`src/rtl/musicbox_recording_player.sv`:
```
// musicbox_recording_player: streams a stored recording from SDRAM through a prefetch FIFO to the DAC path.
// Define MUSICBOX_PLAYER_UNDERRUN_CNT_EN to build the saturating underrun counter.
module musicbox_recording_player #(
  parameter int ADDR_W       = 25,
  parameter int DATA_W       = 16,
  parameter int BASE_ADDR    = 0,
  parameter int SAMPLE_COUNT = 110250,
  parameter int CNT_W        = 19,
  parameter int FIFO_DEPTH   = 8
) (
  input  logic              clock_50Mhz,
  input  logic              reset_n,
  input  logic              sample_tick,
  input  logic              start,
  input  logic              stop,
  input  logic              loop_en,
  output logic [DATA_W-1:0] audio_out,
  output logic              outputActive,
  output logic              busy,
  output logic              done,
  output logic [15:0]       underrun_count,
  output logic [ADDR_W-1:0] sdram_inputAddress,
  output logic [15:0]       sdram_writeData,
  output logic              sdram_isWriting,
  output logic              sdram_inputValid,
  input  logic [15:0]       sdram_readData,
  input  logic              sdram_outputValid,
  input  logic              sdram_recievedCommand,
  input  logic              sdram_isBusy
);
  localparam int PW = $clog2(FIFO_DEPTH);
  localparam logic [PW:0]        FULL  = (PW+1)'(FIFO_DEPTH);
  localparam logic [CNT_W-1:0]   SC    = CNT_W'(SAMPLE_COUNT);
  localparam logic [CNT_W-1:0]   SC_M1 = CNT_W'(SAMPLE_COUNT - 1);
  localparam logic [ADDR_W-1:0]  BASE  = ADDR_W'(BASE_ADDR);
  localparam logic [ADDR_W-1:0]  LAST  = ADDR_W'(BASE_ADDR + SAMPLE_COUNT - 1);
  typedef enum logic [1:0] {IDLE, PREFILL, PLAY, ABORT} state_t;
  state_t state, state_nxt;
  logic [DATA_W-1:0] mem [FIFO_DEPTH];
  logic [PW-1:0] wr_ptr, rd_ptr;
  logic [PW:0] count;
  logic [CNT_W-1:0] fetched, played;
  logic loop_l, pending, req;
  logic go, fetching, accept, push, pop, issue, prefilled, fin;
  assign go        = state == IDLE && start && !stop;
  assign fetching  = state == PREFILL || state == PLAY;
  assign accept    = req && sdram_recievedCommand;
  assign push      = pending && sdram_outputValid && fetching;
  assign pop       = state == PLAY && sample_tick && !stop && count != '0;
  assign fin       = pop && !loop_l && played == SC_M1;
  assign prefilled = count == FULL || (fetched == SC && !req && !pending);
  // the very first read goes out on the start edge itself, so it needs no FIFO/fetch checks
  assign issue = (go && !sdram_isBusy) ||
                 (fetching && !stop && !req && !pending && !sdram_isBusy && count < FULL && (fetched < SC || loop_l));
  assign outputActive       = fetching;
  assign busy               = state != IDLE;
  assign sdram_inputValid   = req;
  assign sdram_writeData    = '0;
  assign sdram_isWriting    = 1'b0;
  always_comb begin
    state_nxt = state;
    unique case (state)
      IDLE:    state_nxt = go ? PREFILL : IDLE;
      PREFILL: state_nxt = stop ? ABORT : prefilled ? PLAY : PREFILL;
      PLAY:    state_nxt = stop ? ABORT : fin ? IDLE : PLAY;
      default: state_nxt = (!pending || sdram_outputValid) ? IDLE : ABORT;
    endcase
  end
  always_ff @(posedge clock_50Mhz) if (push) mem[wr_ptr] <= DATA_W'(sdram_readData);
  always_ff @(posedge clock_50Mhz or negedge reset_n) begin
    if (!reset_n) begin
      state              <= IDLE;
      done               <= 1'b0;
      req                <= 1'b0;
      pending            <= 1'b0;
      loop_l             <= 1'b0;
      sdram_inputAddress <= '0;
      fetched            <= '0;
      played             <= '0;
      wr_ptr             <= '0;
      rd_ptr             <= '0;
      count              <= '0;
      audio_out          <= '0;
    end else begin
      state   <= state_nxt;
      done    <= fin;
      req     <= issue || (req && !accept && !stop && fetching);
      pending <= accept || (pending && !sdram_outputValid);
      if (go) begin
        sdram_inputAddress <= BASE;
        fetched            <= '0;
        played             <= '0;
        loop_l             <= loop_en;
      end else if (accept) begin
        sdram_inputAddress <= sdram_inputAddress == LAST ? BASE : sdram_inputAddress + 1'b1;
        fetched            <= (loop_l && fetched == SC_M1) ? '0 : fetched + 1'b1;
      end
      if (pop) played <= (loop_l && played == SC_M1) ? '0 : played + 1'b1;
      if (go || state == ABORT) begin
        wr_ptr <= '0;
        rd_ptr <= '0;
        count  <= '0;
      end else begin
        if (push) wr_ptr <= wr_ptr + 1'b1;
        if (pop) rd_ptr <= rd_ptr + 1'b1;
        count <= count + (PW+1)'(push) - (PW+1)'(pop);
      end
      audio_out <= (state == IDLE || state == ABORT) ? '0 : pop ? mem[rd_ptr] : audio_out;
    end
  end
`ifdef MUSICBOX_PLAYER_UNDERRUN_CNT_EN
  logic [15:0] ucnt;
  always_ff @(posedge clock_50Mhz or negedge reset_n) begin
    if (!reset_n) ucnt <= '0;
    else if (go) ucnt <= '0;
    else if (state == PLAY && sample_tick && !stop && count == '0 && ucnt != 16'hFFFF) ucnt <= ucnt + 1'b1;
  end
  assign underrun_count = ucnt;
`else
  assign underrun_count = '0;
`endif
endmodule

```
`config.mk`:
```
export PLATFORM = sky130hd
export DESIGN_NAME = musicbox_recording_player
export DESIGN_NICKNAME = d
export VERILOG_FILES = /design/src/rtl/musicbox_recording_player.sv
export SDC_FILE = /design/constraint.sdc
export NUM_CORES = 1
export LEC_CHECK = 0
export BUFFER_PORTS_ARGS = -buffer_cell sky130_fd_sc_hd__buf_2
export CAP_MARGIN = 40
export CORE_ASPECT_RATIO = 1.75
export CORE_MARGIN = 2
export CORE_UTILIZATION = 58
export CTS_BUF_LIST = sky130_fd_sc_hd__clkbuf_4 sky130_fd_sc_hd__clkbuf_8
export CTS_CLUSTER_SIZE = 14
export DETAILED_ROUTE_END_ITERATION = 6
export HOLD_SLACK_MARGIN = 0.06
export PLACE_DENSITY = 0.85
export SLEW_MARGIN = 30
export SYNTH_ARGS = -nofsm -noshare
export SYNTH_HDL_FRONTEND = slang
export SYNTH_SLANG_ARGS = --single-unit
export TNS_END_PERCENT = 100
```
`constraint.sdc`:
```
create_clock -name clock_50Mhz -period 4.15 [get_ports clock_50Mhz]
set_input_delay 0.83 -clock clock_50Mhz [delete_from_list [all_inputs] [get_ports clock_50Mhz]]
set_output_delay 0.83 -clock clock_50Mhz [all_outputs]
set_load 0.005 [all_outputs]
```
# Word level (Yosys, flattened, before mapping)

Memories as Yosys holds them, arrays and structs flattened.
Index checks and enable logic that the tools add are counted.

Bits in registers: 95
RAM bits: 128
Input bits: 25
Output and inout port bits: 78
Word-level logic and storage cells: 104
Memories kept: 1

Memories:

| name | words | width | rd ports | clocked after Yosys merged registers in | write ports | RTL line | text |
|---|---|---|---|---|---|---|---|
| mem  | 8     | 16    | 1        | 0                                       | 1           | 39       | `logic [DATA_W-1:0] mem [FIFO_DEPTH];` |

$add $sub $neg: 7
$lt $le $gt $ge: 2
Equality and inequality tests: 8
Muxes and demuxes: 25
Reductions and logical operators: 49

Operator list:

| operator                                              | number |
|---|---|
| 2-to-1 mux 19 bit                                     | 6 |
| 2-to-1 mux 25 bit                                     | 3 |
| == test 19 x 17 -> 1 bit (second input constant)      | 3 |
| adder 19 x 1 -> 19 bit (second input constant)        | 2 |
| 2-to-1 mux 16 bit                                     | 2 |
| adder 25 x 1 -> 25 bit (second input constant)        | 1 |
| == test 25 x 17 -> 1 bit (second input constant)      | 1 |
| logical AND 1 bit                                     | 25 |
| < comparator 19 x 17 -> 1 bit (second input constant) | 1 |
| 2-to-1 mux 3 bit                                      | 4 |
| nonzero test 2 bit                                    | 6 |
| 2-to-1 mux 2 bit                                      | 5 |
| logical OR 1 bit                                      | 9 |
| zero test 1 bit                                       | 7 |
| adder 3 x 1 -> 3 bit (second input constant)          | 2 |
| one-hot mux 2 bit (3 select lines)                    | 1 |
| adder 4 x 1 -> 4 bit                                  | 1 |
| == test 2 bit (second input constant)                 | 2 |
| == test 4 bit (second input constant)                 | 1 |
| < comparator 4 bit (second input constant)            | 1 |
| 2-to-1 mux 4 bit                                      | 1 |
| nonzero test 4 bit                                    | 1 |
| subtractor 4 x 1 -> 4 bit                             | 1 |
| 2-to-1 mux 1 bit                                      | 3 |
| 2 further kinds                                       | 2 |

# Longest topological paths before layout

Gate-level depths: netlist (run 1).

Depth after elaboration: 10
Gate-level depth with buffers: 13
Mapped depth without buffers: 12

# Worst setup path after synthesis (run 1)

OpenSTA, ideal clock, no wires.

Path kind: reg-to-reg
Start point: register state[0]
End point: memory mem[0][0] (enable)
Library setup time: 0.409 ns
Arrival time: 2.652 ns
Required time: 3.741 ns
Path slack: 1.089 ns
Cell stages (with the launch flop): 7
Buffers on the path: 1
Clock period less this slack: 3.061 ns
Cells stage by stage: dfrtp_1 -> inv_1 -> ha_1 -> clkbuf_1 -> nand3_1 -> or2_2 -> nor3_1

Cells in the longest elaborated chain, start to end: 5
Elaborated cells on any way between the ends: 6
Classes of those cells: 2 x eq/ne; 2 x mux; 2 x reduce/logical

RTL lines:

| element                                                 | RTL line | text |
|---|---|---|
| start, declared                                         | 38       | `state_t state, state_nxt;` |
| start signal, assigned                                  | 85       | `state <= state_nxt;` |
| == test 2 x 1 -> 1 bit or == test 2 bit (tied branches) | 46       | `assign fetching = state == PREFILL \|\| state == PLAY;` |
| logical OR 1 bit (*)                                    | 46       |  |
| net outputActive                                        | 18       | `output logic outputActive,` |
| logical AND 1 bit (*)                                   | 48       | `assign push = pending && sdram_outputValid && fetching;` |
| 2-to-1 mux 1 bit (*)                                    | 69       | `always_ff @(posedge clock_50Mhz) if (push) mem[wr_ptr] <= DATA_W'(sdram_readData);` |
| 2-to-1 mux 1 bit (implied by the code) (*)              | 69       |  |
| end, declared                                           | 39       |  |

Mark *: on every way through the listed nets, which the timed path passes. The rest lies on a longest branch.

# Worst setup path after layout (run 1)

Start point: register state[0]
End point: register sdram_inputAddress[13]

Cells in the longest elaborated chain, start to end: 4
Elaborated cells on any way between the ends: 5
Classes of those cells: 1 x mux; 4 x reduce/logical

RTL lines:

| element                                                 | RTL line | text |
|---|---|---|
| zero test 2 bit (*)                                     | 45       | `assign go = state == IDLE && start && !stop;` |
| logical AND 1 bit (*) (2 in series)                     | 45       |  |
| 2-to-1 mux 25 bit or nonzero test 2 bit (tied branches) | --       |  |
| end signal, assigned                                    | 95       | `sdram_inputAddress <= sdram_inputAddress == LAST ? BASE : sdram_inputAddress + 1'b1;` |
| end, declared                                           | 22       | `output logic [ADDR_W-1:0] sdram_inputAddress,` |

Mark *: on every way between the ends. The rest lies on a longest branch, timed or not.
A chain may end at the register's enable or synchronous reset.

==> reports/results.txt, run 1 <==
area added between synthesis and finish: 11.87%
distinct cell type count after synthesis: 62
largest net degree at the start of global routing: 40
Post-Syn Area: 10310 um2
DRT iter0 DRCs: 410
Post-DP HPWL: 14530 um
setup_tns: 0 ns
CTS sink cnt: 223
CTS tree: built
PnR worst setup slack: 1.555 ns
Startpoint Class: flop
Worst-Margin Slew: 0.8156 ns
total CTS buffers: 31
sequential fraction of the synthesis area: 0.6033
Final ANT Viol Nets: 0
Post-synth EDFFs: 128
post-synthesis register bit count: 223
Antenna Cells: 0
Port Buffers: 69
Layout Cells excl Fill: 1133
Final Hold Fails: 0
top_reg_cell synth: edfxtp_1
ys async rst share: 0.4260
fraction of layout cells with a size suffix above 1: 0.2040
Flop pwr share: 0.474
Worst slew margin: 0.4422
worst-path fanout max: 18
Worst Hold Class: in -> async
number of placed cells counting well taps: 1074
Comb pwr share: 0.193
initial core utilization: 0.5907
average cell area after synthesis: 13.05 um2
Tcrit/Tclk final: 0.6253
fillers: 1305
initial antenna violation count: 0
Die ar.: 18900 um2
Net Sw Frac: 0.2791
DRC errors left: 0
Multi-input gate area: 3742 um2
pwr dens: 478.5 nW/um2
Die W: 104.8 um
Final setup viols: 0
Ports: 103
crit path capture type: flop
Static Leak: 4.746 nW
run status: finished, final reports clean
global-route wire length before repair: 34420 um
Reg clk slew, reported paths: 0.07 ns
Sequential cell area: 6223 um2
most common cell after layout, fill and taps aside: edfxtp_1
Core Rows: 64
maximum vdd ir drop: 0.0004871 V
total grt overflow: 0
chip height: 180.4 um
critical path class: reg -> reg
Max Cap Viol: 0
clock network power share: 0.333
drt first pass iters: 5
# Post-CTS Setup Buffers: 0
synth warn: 0
vias per cell: 6.079
NumNets Final: 923
Clock Latency Late Sink: 0.56 ns
Place WS: 1.291 ns
crit path DAT: 3.03 ns
Core Region: 17460 um2
Period minus WS final: 2.595 ns
via count: 6887
number of global-route vias before repair: 6887
skew final: 0.01220 ns
Final Max Tran Viols: 0
r2r worst-path depth: 7
Hold-fix buffers, CTS: 0
clk root buf: clkbuf_8
Total Routing Usage GR: 0.2285
Mapped Cells: 790
f_max: 385.4 MHz
RSZ-0062 raised after global routing: no
CTS H-tree lvls: 1
WP data required: 4.58 ns
Routability Congestion: 0.9359
Wirelength per Cell: 19.24 um
overall power: 5.519 mW
Hold WS: 0.2178 ns
Psw: 1.540 mW
clock buffer depth: 3
final WL: 21800 um
P_int: 3.979 mW
most frequent cells in the layout: edfxtp_1 (128), dfrtp_1 (93), buf_2 (69)
post-cts resize count: 0
## kinds of logic after synthesis
family,after synthesis,synth area share
adders and majority gates,20,0.02500
AOI/OAI and AO/OA,129,0.08652
DFF,223,0.6033
and+or+nand+nor,250,0.1243
xor gates and xnor gates,28,0.02378
buffers and inverters,86,0.04635
muxes,53,0.09040
other,1,0.0003637
## state kept, by name, indices dropped and copies added (netlist names)
name and count:
sdram_inputValid 1, loop_l 1, wr_ptr 3, done 1, rd_ptr 3, count 4
played 19, audio_out 16, mem 128, sdram_inputAddress 25, pending 1, state 2
fetched 19
## power by group through the flow
stage	registers (mW)	clock network [mW]	logic, mW
final	2.62	1.84	1.06
after global routing	2.64	1.97	1.18
after CTS	2.64	1.87	1.03
after detailed placement	2.68	0	1.02
after global placement	2.68	0	0.984
after floorplan	2.61	0	0.780
## layer usage
| metal | GRT usage | share of wire |
|---|---|---|
| met1 | 0.2510 | 0.36 |
| met2 | 0.4278 | 0.55 |
| met3 | 0.03002 | 0.049 |
| met4 | 0.1104 | 0.040 |
| met5 | 0 | 0 |
## area by class of cell
class	count	area share
clock buffer	37	0.04198
clock inverter	20	0.01736
multi-input combinational	513	0.3244
tap	231	0.02506
inverter	22	0.007159
sequential	223	0.5395
timing repair buffer	87	0.04447
## worst paths after layout
kind / slack (ns) / endpoint / startpoint
worst max-delay path: 1.56 / sdram_inputAddress[13] / state[0]
worst min-delay path: 0.22 / played[10] / reset_n
worst max register to register: 1.56 / sdram_inputAddress[13] / state[0]
worst min register to register: 0.52 / audio_out[1] / audio_out[1]
max in group asynchronous: 2.95 / fetched[1] / reset_n
min in group clock_50Mhz: 0.49 / loop_l / loop_en
## through the flow
| step | util | instance area [um2] |
|---|---|---|
| global route | 0.6608 | 11530 |
| floorplan | - | 10430 |
| CTS | 0.6589 | 11500 |
| finish | 0.6608 | 11530 |
| detailed placement | 0.6197 | 10820 |
| global placement | 0.6185 | 10800 |
## cell usage after synthesis, types with 6 or more instances
cell type	number	area (um2)
edfxtp_1	128	3844
dfrtp_1	95	2377
nand2_1	63	236.5
nor2_1	57	214.0
nand3_1	34	170.2
buf_4	33	247.7
mux4_2	32	720.7
a21oi_1	31	155.2
a31oi_1	26	162.7
clkbuf_1	22	82.58
inv_1	21	78.83
o21ai_0	21	105.1
mux2i_1	20	200.2
and3_1	19	118.9
ha_1	19	237.7
xor2_1	17	148.9
o211a_1	16	160.2
nand4_1	11	68.82
nor3_1	11	55.05
xnor2_1	11	96.34
nor4_1	9	56.30
nand2b_1	8	50.05
and2_1	6	37.54
and4_1	6	52.55
or3_1	6	37.54
## worst max-delay path, cell delays in order, from the launching register on
cell	delay, ns
dfrtp_1	0.41
inv_1	0.09
ha_1	0.20
nand3b_1	0.50
a2111oi_0	0.89
nand2_1	0.14
xor2_1	0.19
nor2_1	0.05
Note: power is estimated with default switching activity, not from simulation.
==> run 2: changes to the inputs <==
ABC_AREA = 1   (was default)
PLACE_DENSITY = 0.84   (was 0.85)
clock period = 2.7 ns   (was 4.15 ns; I/O delays follow)
==> run 2 against run 1 <==
Net effect:
- clock power grew 53%
- utilization shrank 0.67 points
- synthesized cell count grew 53%
- power grew 68%
- routed wire length grew 28%
- area after synthesis grew 8.4%
- highest routed layer unchanged
- combinational power grew 110%
- hold slack lost 0.017 ns
- sequential power grew 61%
==> reports/results.txt, run 2 <==
run status: finished, final reports clean
crit path DAT: 2.82 ns (-0.21 ns)
sequential fraction of the synthesis area: 0.5563 (-0.04699)
Max Cap Viol: 0 (unchanged)
Worst slew margin: 0.5491 (+0.1069)
global-route wire length before repair: 44760 um (+30%)
distinct cell type count after synthesis: 47 (-24%)
largest net degree at the start of global routing: 67 (+68%)
Die ar.: 20450 um2 (+8.2%)
average cell area after synthesis: 9.249 um2 (-29%)
register name with the most flops: mem
maximum vdd ir drop: 0.0005691 V (+17%)
Post-DP HPWL: 19560 um (+35%)
Startpoint Class: flop
number of placed cells counting well taps: 1506 (+40%)
top-count cell post-synth: nand2_1
most frequent cells in the layout: nand2_1 (235), nor2_1 (162), edfxtp_1 (128)
f_max: 427.0 MHz (+11%)
setup_tns: 0 ns (unchanged)
Reg clk slew, reported paths: 0.06 ns (about the same)
DRT iter0 DRCs: 823 (+100%)
Layout Cells excl Fill: 1566 (+38%)
clock buffer depth: 3 (unchanged)
area added between synthesis and finish: 11.30%
Worst Hold Class: in -> reg
Core Rows: 67 (+4.7%)
r2r worst-path depth: 12 (+5)
DRC errors left: 0 (unchanged)
chip height: 187.7 um (+4.0%)
CTS H-tree lvls: 1 (unchanged)
Final Hold Fails: 0 (unchanged)
ys async rst share: 0.4260 (unchanged)
total CTS buffers: 31 (unchanged)
drt first pass iters: 5 (unchanged)
Worst-Margin Slew: 0.6756 ns (-0.1400 ns)
CTS sink cnt: 223 (unchanged)
final WL: 27950 um (+28%)
Post-synth top cells: nand2_1 (235), nor2_1 (162), edfxtp_1 (128), inv_1 (105), dfrtp_1 (95)
Routability Congestion: 1.020 (+9.0%)
Final setup viols: 0 (unchanged)
Antenna Cells: 0 (unchanged)
pwr dens: 742.9 nW/um2 (+55%)
Synth area leader: edfxtp_1
vias per cell: 5.775 (-5.0%)
Area contributors post-synth: edfxtp_1 (34%), dfrtp_1 (21%), nand2_1 (7.9%)
total grt overflow: 0 (unchanged)
post-synthesis register bit count: 223 (unchanged)
Clock Latency Late Sink: 0.58 ns (+0.02 ns)
via count: 9043 (+31%)
Final Max Tran Viols: 0 (unchanged)
Core Region: 19030 um2 (+9.0%)
skew final: 0.03203 ns (+0.01983 ns)
initial antenna violation count: 0 (unchanged)
Largest regs: mem x128, sdram_inputAddress x25
Post-Syn Area: 11180 um2 (+8.4%)
Period minus WS final: 2.342 ns (-0.2529 ns)
initial core utilization: 0.5876 (-0.003055)
CTS tree: built
fraction of layout cells with a size suffix above 1: 0.1517 (-0.05229)
critical path class: reg -> reg
RSZ-0062 raised after global routing: no
overall power: 9.246 mW (+68%)
Post-synth EDFFs: 128 (unchanged)
Wirelength per Cell: 17.85 um (-7.3%)
Static Leak: 5.324 nW (+12%)
Mapped Cells: 1209 (+53%)
max reg flops: 128 (unchanged)
post-cts resize count: 0 (unchanged)
NumNets Final: 1345 (+46%)
synth warn: 0 (unchanged)
Die W: 109.0 um (+4.0%)
top_reg_cell synth: edfxtp_1
most common cell after layout, fill and taps aside: nand2_1
Final ANT Viol Nets: 0 (unchanged)
WP data required: 3.18 ns (-1.40 ns)
Total Routing Usage GR: 0.2829 (+0.05437)
crit path capture type: flop
Ports: 103 (unchanged)
Yosys top cell area share: 0.3437 (-0.02903)
Port Buffers: 69 (unchanged)
Hold Path Stages: 2
Tcrit/Tclk final: 0.8674 (+0.2421)
clk root buf: clkbuf_8
worst-path fanout max: 6 (-12)
number of global-route vias before repair: 9000 (+31%)
# Post-CTS Setup Buffers: 0 (unchanged)
run 2: final timing paths:
| path | slack [ns] | to | from |
|---|---|---|---|
| setup / recovery | 0.36 | count[3] | state[0] |
| hold / removal | 0.20 | pending | sdram_outputValid |
| setup reg to reg | 0.36 | count[3] | state[0] |
| hold reg to reg | 0.51 | audio_out[10] | audio_out[10] |
| max in group asynchronous | 1.50 | rd_ptr[2] | reset_n |
| min in group asynchronous | 0.50 | audio_out[6] | reset_n |
run 2: routing by layer:
| metal | GRT usage | up-vias | routed length, um |
|---|---|---|---|
| li1 | - | 4244 | - |
| met5 | 0 | - | 0 |
| met4 | 0.1943 | 0 | 1894 |
| met1 | 0.2960 | 4252 | 9348 |
| met3 | 0.04797 | 135 | 1755 |
| met2 | 0.5005 | 412 | 14950 |
run 2: stage by stage:
| stage | instance area, um2 | hold WS, ns | setup WS, ns | utilization |
|---|---|---|---|---|
| global placement | 11740 | 0.4883 | 0.4174 | 0.6169 |
| detailed placement | 11740 | 0.4943 | 0.3579 | 0.6169 |
| CTS | 12430 | 0.1789 | 0.3595 | 0.6532 |
| global route | 12450 | 0.1986 | 0.1551 | 0.6540 |
| floorplan | 11300 | 0.2444 | 0.1621 | - |
| finish | 12450 | 0.2008 | 0.3580 | 0.6540 |
run 2: final cells by class:
type	count	area (um2)
multi-input cells	829	4208
well taps	241	301.5
clock buffers	48	579.3
fillers	1516	6584
inverters	116	436.7
flip-flops and latches	223	6222
repair buffers	99	595.6
clock inverters	10	102.6
run 2: repair_timing:
item / CTS / global route
endpoints found under the setup margin: 0 / 0
hold buffers: 1 / 0
endpoints found under the hold margin: 36 / 0
run 2: cell families (layout without fill, tap and decap cells):
group | Yosys count | in the layout | share of synthesized area
and+or+nand+nor | 588 | 588 | 0.2367
DFF | 223 | 223 | 0.5563
buffers and inverters | 189 | 273 | 0.07810
AOI/OAI and AO/OA | 167 | 167 | 0.08907
xor gates and xnor gates | 21 | 21 | 0.01645
adders and majority gates | 20 | 20 | 0.02305
other | 1 | 33 | 0.0003354
run 2: worst max-delay path: stages, from the launching register on:
cell and delay, ns:
dfrtp_1 0.37, inv_1 0.08, ha_1 0.29, inv_1 0.07, nor3_2 0.15, inv_1 0.13
ha_1 0.29, inv_1 0.04, ha_1 0.20, a21o_1 0.19, a21oi_1 0.19, o21ai_0 0.13
a21oi_1 0.15
run 2: where the power goes:
part	switching, mW	leakage, nW	internal (mW)
Combinational	1.52	2.51	0.700
Clock	1.25	0.365	1.56
Sequential	0.353	2.45	3.87
==> run 3: changes to the inputs <==
GPL_TIMING_DRIVEN = 0   (was default)
==> run 3 against run 2 <==
Net effect:
- first-iteration DRC count increased by 6.6%
- hold slack improved by 0.024 ns
- routed wire length increased by 8.1%
- via count increased by 3.3%
- non-clock buffer count increased by 58
- clock skew decreased by 0.0022 ns
- critical path depth decreased by 4
- combinational power increased by 19%
- design area increased by 3.6%
- fmax decreased by 8.7%
- critical endpoint is now mem[7][2]
- largest cell class unchanged
==> reports/results.txt, run 3 (synthesized netlist as in run 2, its figures left out) <==
run status: finished, final reports clean
fin area: 12890 um2 (+3.6%)
Layout Cells excl Fill: 1628 (+4.0%)
PnR worst setup slack: 0.1347 ns (-0.2232 ns)
CTS H-tree lvls: 2 (+1)
register name with the most flops: mem
via count: 9340 (+3.3%)
number of global-route vias before repair: 9067 (+0.74%)
Wirelength per Cell: 18.55 um (+4.0%)
CTS tree: built
Hold WS: 0.2246 ns (+0.02384 ns)
Period minus WS final: 2.565 ns (+0.2232 ns)
Crit-path slowest cell: nor2_4
NumNets Final: 1406 (+4.5%)
CP Cell Sequence: inv_1 > ha_1 > buf_6 > inv_1 > nor3_2 > buf_4 > nand2_1 > nor2_4
global-route wire length before repair: 46010 um (+2.8%)
Reg clk slew, reported paths: 0.07 ns (about the same)
Post-DP HPWL: 20710 um (+5.9%)
Total Routing Usage GR: 0.2956 (+0.01270)
Largest regs: mem x128, sdram_inputAddress x25
Sequential cell area: 6221 um2 (about the same)
most common cell after layout, fill and taps aside: nand2_1
total grt overflow: 0 (unchanged)
Port Buffers: 69 (unchanged)
DRC errors left: 0 (unchanged)
Worst slew margin: 0.4852 (-0.06393)
met1 usage in global routing: 0.3027 (+0.006652)
Final ANT Viol Nets: 0 (unchanged)
Die ar.: 20450 um2 (unchanged)
f_max: 389.8 MHz (-8.7%)
Worst Hold Class: in -> reg
Critical Path Most Common Cell: inv_1
max reg flops: 128 (unchanged)
CTS sink cnt: 223 (unchanged)
Startpoint Class: flop
Final Hold Fails: 0 (unchanged)
GR Util met2: 0.5311 (+0.03058)
chip height: 187.7 um (unchanged)
worst-path fanout max: 16 (+10)
vias per cell: 5.737 (-0.65%)
crit path DAT: 2.71 ns (-0.11 ns)
Place WS: -0.04477 ns (-0.4027 ns)
clk root buf: clkbuf_8
placed cell area: 12040 um2 (+2.6%)
Static Leak: 5.532 nW (+3.9%)
initial core utilization: 0.5876 (unchanged)
area added between synthesis and finish: 15.31%
Max Cap Viol: 0 (unchanged)
drt first pass iters: 6 (+1)
Final Util: 0.6776 (+0.02354)
Ports: 103 (unchanged)
largest net degree at the start of global routing: 62 (-7.5%)
skew final: 0.02984 ns (-0.002186 ns)
slowest stage delay, CP: 0.60 ns (+0.23 ns)
Core Region: 19030 um2 (unchanged)
total CTS buffers: 34 (+9.7%)
overall power: 9.611 mW (+3.9%)
initial antenna violation count: 1 (+1)
maximum vdd ir drop: 0.0006138 V (+7.8%)
RSZ-0062 raised after global routing: no
Multi-input gate area: 4272 um2 (+1.5%)
critical path class: reg -> reg
pwr dens: 745.4 nW/um2 (+0.33%)
Worst-Margin Slew: 0.7723 ns (+0.09662 ns)
met3 usage: 0.04901 (+0.001043)
Clock Latency Late Sink: 0.53 ns (-0.05 ns)
DRT iter0 DRCs: 877 (+6.6%)
fraction of layout cells with a size suffix above 1: 0.1768 (+0.02507)
final WL: 30210 um (+8.1%)
fillers: 1497 (-1.3%)
clock buffer depth: 3 (unchanged)
Die W: 109.0 um (unchanged)
Final Max Tran Viols: 0 (unchanged)
Tcrit/Tclk final: 0.9501 (+0.08268)
number of placed cells counting well taps: 1552 (+3.1%)
Core Rows: 67 (unchanged)
grt peak-use layer: met2
Final setup viols: 0 (unchanged)
most frequent cells in the layout: nand2_1 (235), nor2_1 (154), edfxtp_1 (128)
Routability Congestion: 0.9694 (-5.0%)
setup_tns: 0 ns (unchanged)
crit path capture type: flop
WP data required: 2.84 ns (-0.34 ns)
==> run 3: path summary, 6_finish.rpt <==
| check | start | to | slack [ns] | cells after the start |
|---|---|---|---|---|
| max | state[0] | mem[7][2] | 0.13 | 8 |
| min | sdram_outputValid | pending | 0.22 | 2 |
| max reg2reg | state[0] | mem[7][2] | 0.13 | 8 |
| min reg2reg | audio_out[4] | audio_out[4] | 0.50 | 2 |
| max in group asynchronous | reset_n | fetched[5] | 1.58 | 3 |
| min in group asynchronous | reset_n | played[4] | 0.48 | 2 |
==> run 3: cell type report <==
cell class | count | area share
antenna | 1 | 0.0001941
inverter | 116 | 0.03416
timing repair buffer | 85 | 0.04318
tap | 241 | 0.02339
buffer | 72 | 0.03396
clock buffer | 44 | 0.04309
clock inverter | 17 | 0.008248
sequential | 223 | 0.4825
multi-input combinational | 829 | 0.3313
==> run 3: metal layers <==
layer | routed length, um | share of wire
met1 | 10080 | 0.33
met4 | 2191 | 0.073
met2 | 15710 | 0.52
met5 | 0 | 0
met3 | 2227 | 0.074
==> run 3: power by group <==
part | leakage [nW] | total [mW] | internal (mW) | switching (mW)
Sequential | 2.45 | 4.18 | 3.87 | 0.317
Clock | 0.348 | 2.79 | 1.45 | 1.34
Combinational | 2.74 | 2.64 | 0.861 | 1.78
==> run 3: critical path, delay by kind of cell, from the launching register on <==
kind | cells | cell delay [ns]
buf+inv | 4 | 0.41
simple gates | 3 | 1.07
flops | 1 | 0.37
fa+ha+maj | 1 | 0.32
==> run 3: what timing repair did <==
action | in CTS | in global routing
endpoints found under the hold margin | 34 | 0
resized for setup | 1 | 4
setup buffers | 5 | 9
pin swaps | 0 | 2
setup endpoints to repair | 65 | 3
hold buffers | 1 | 0
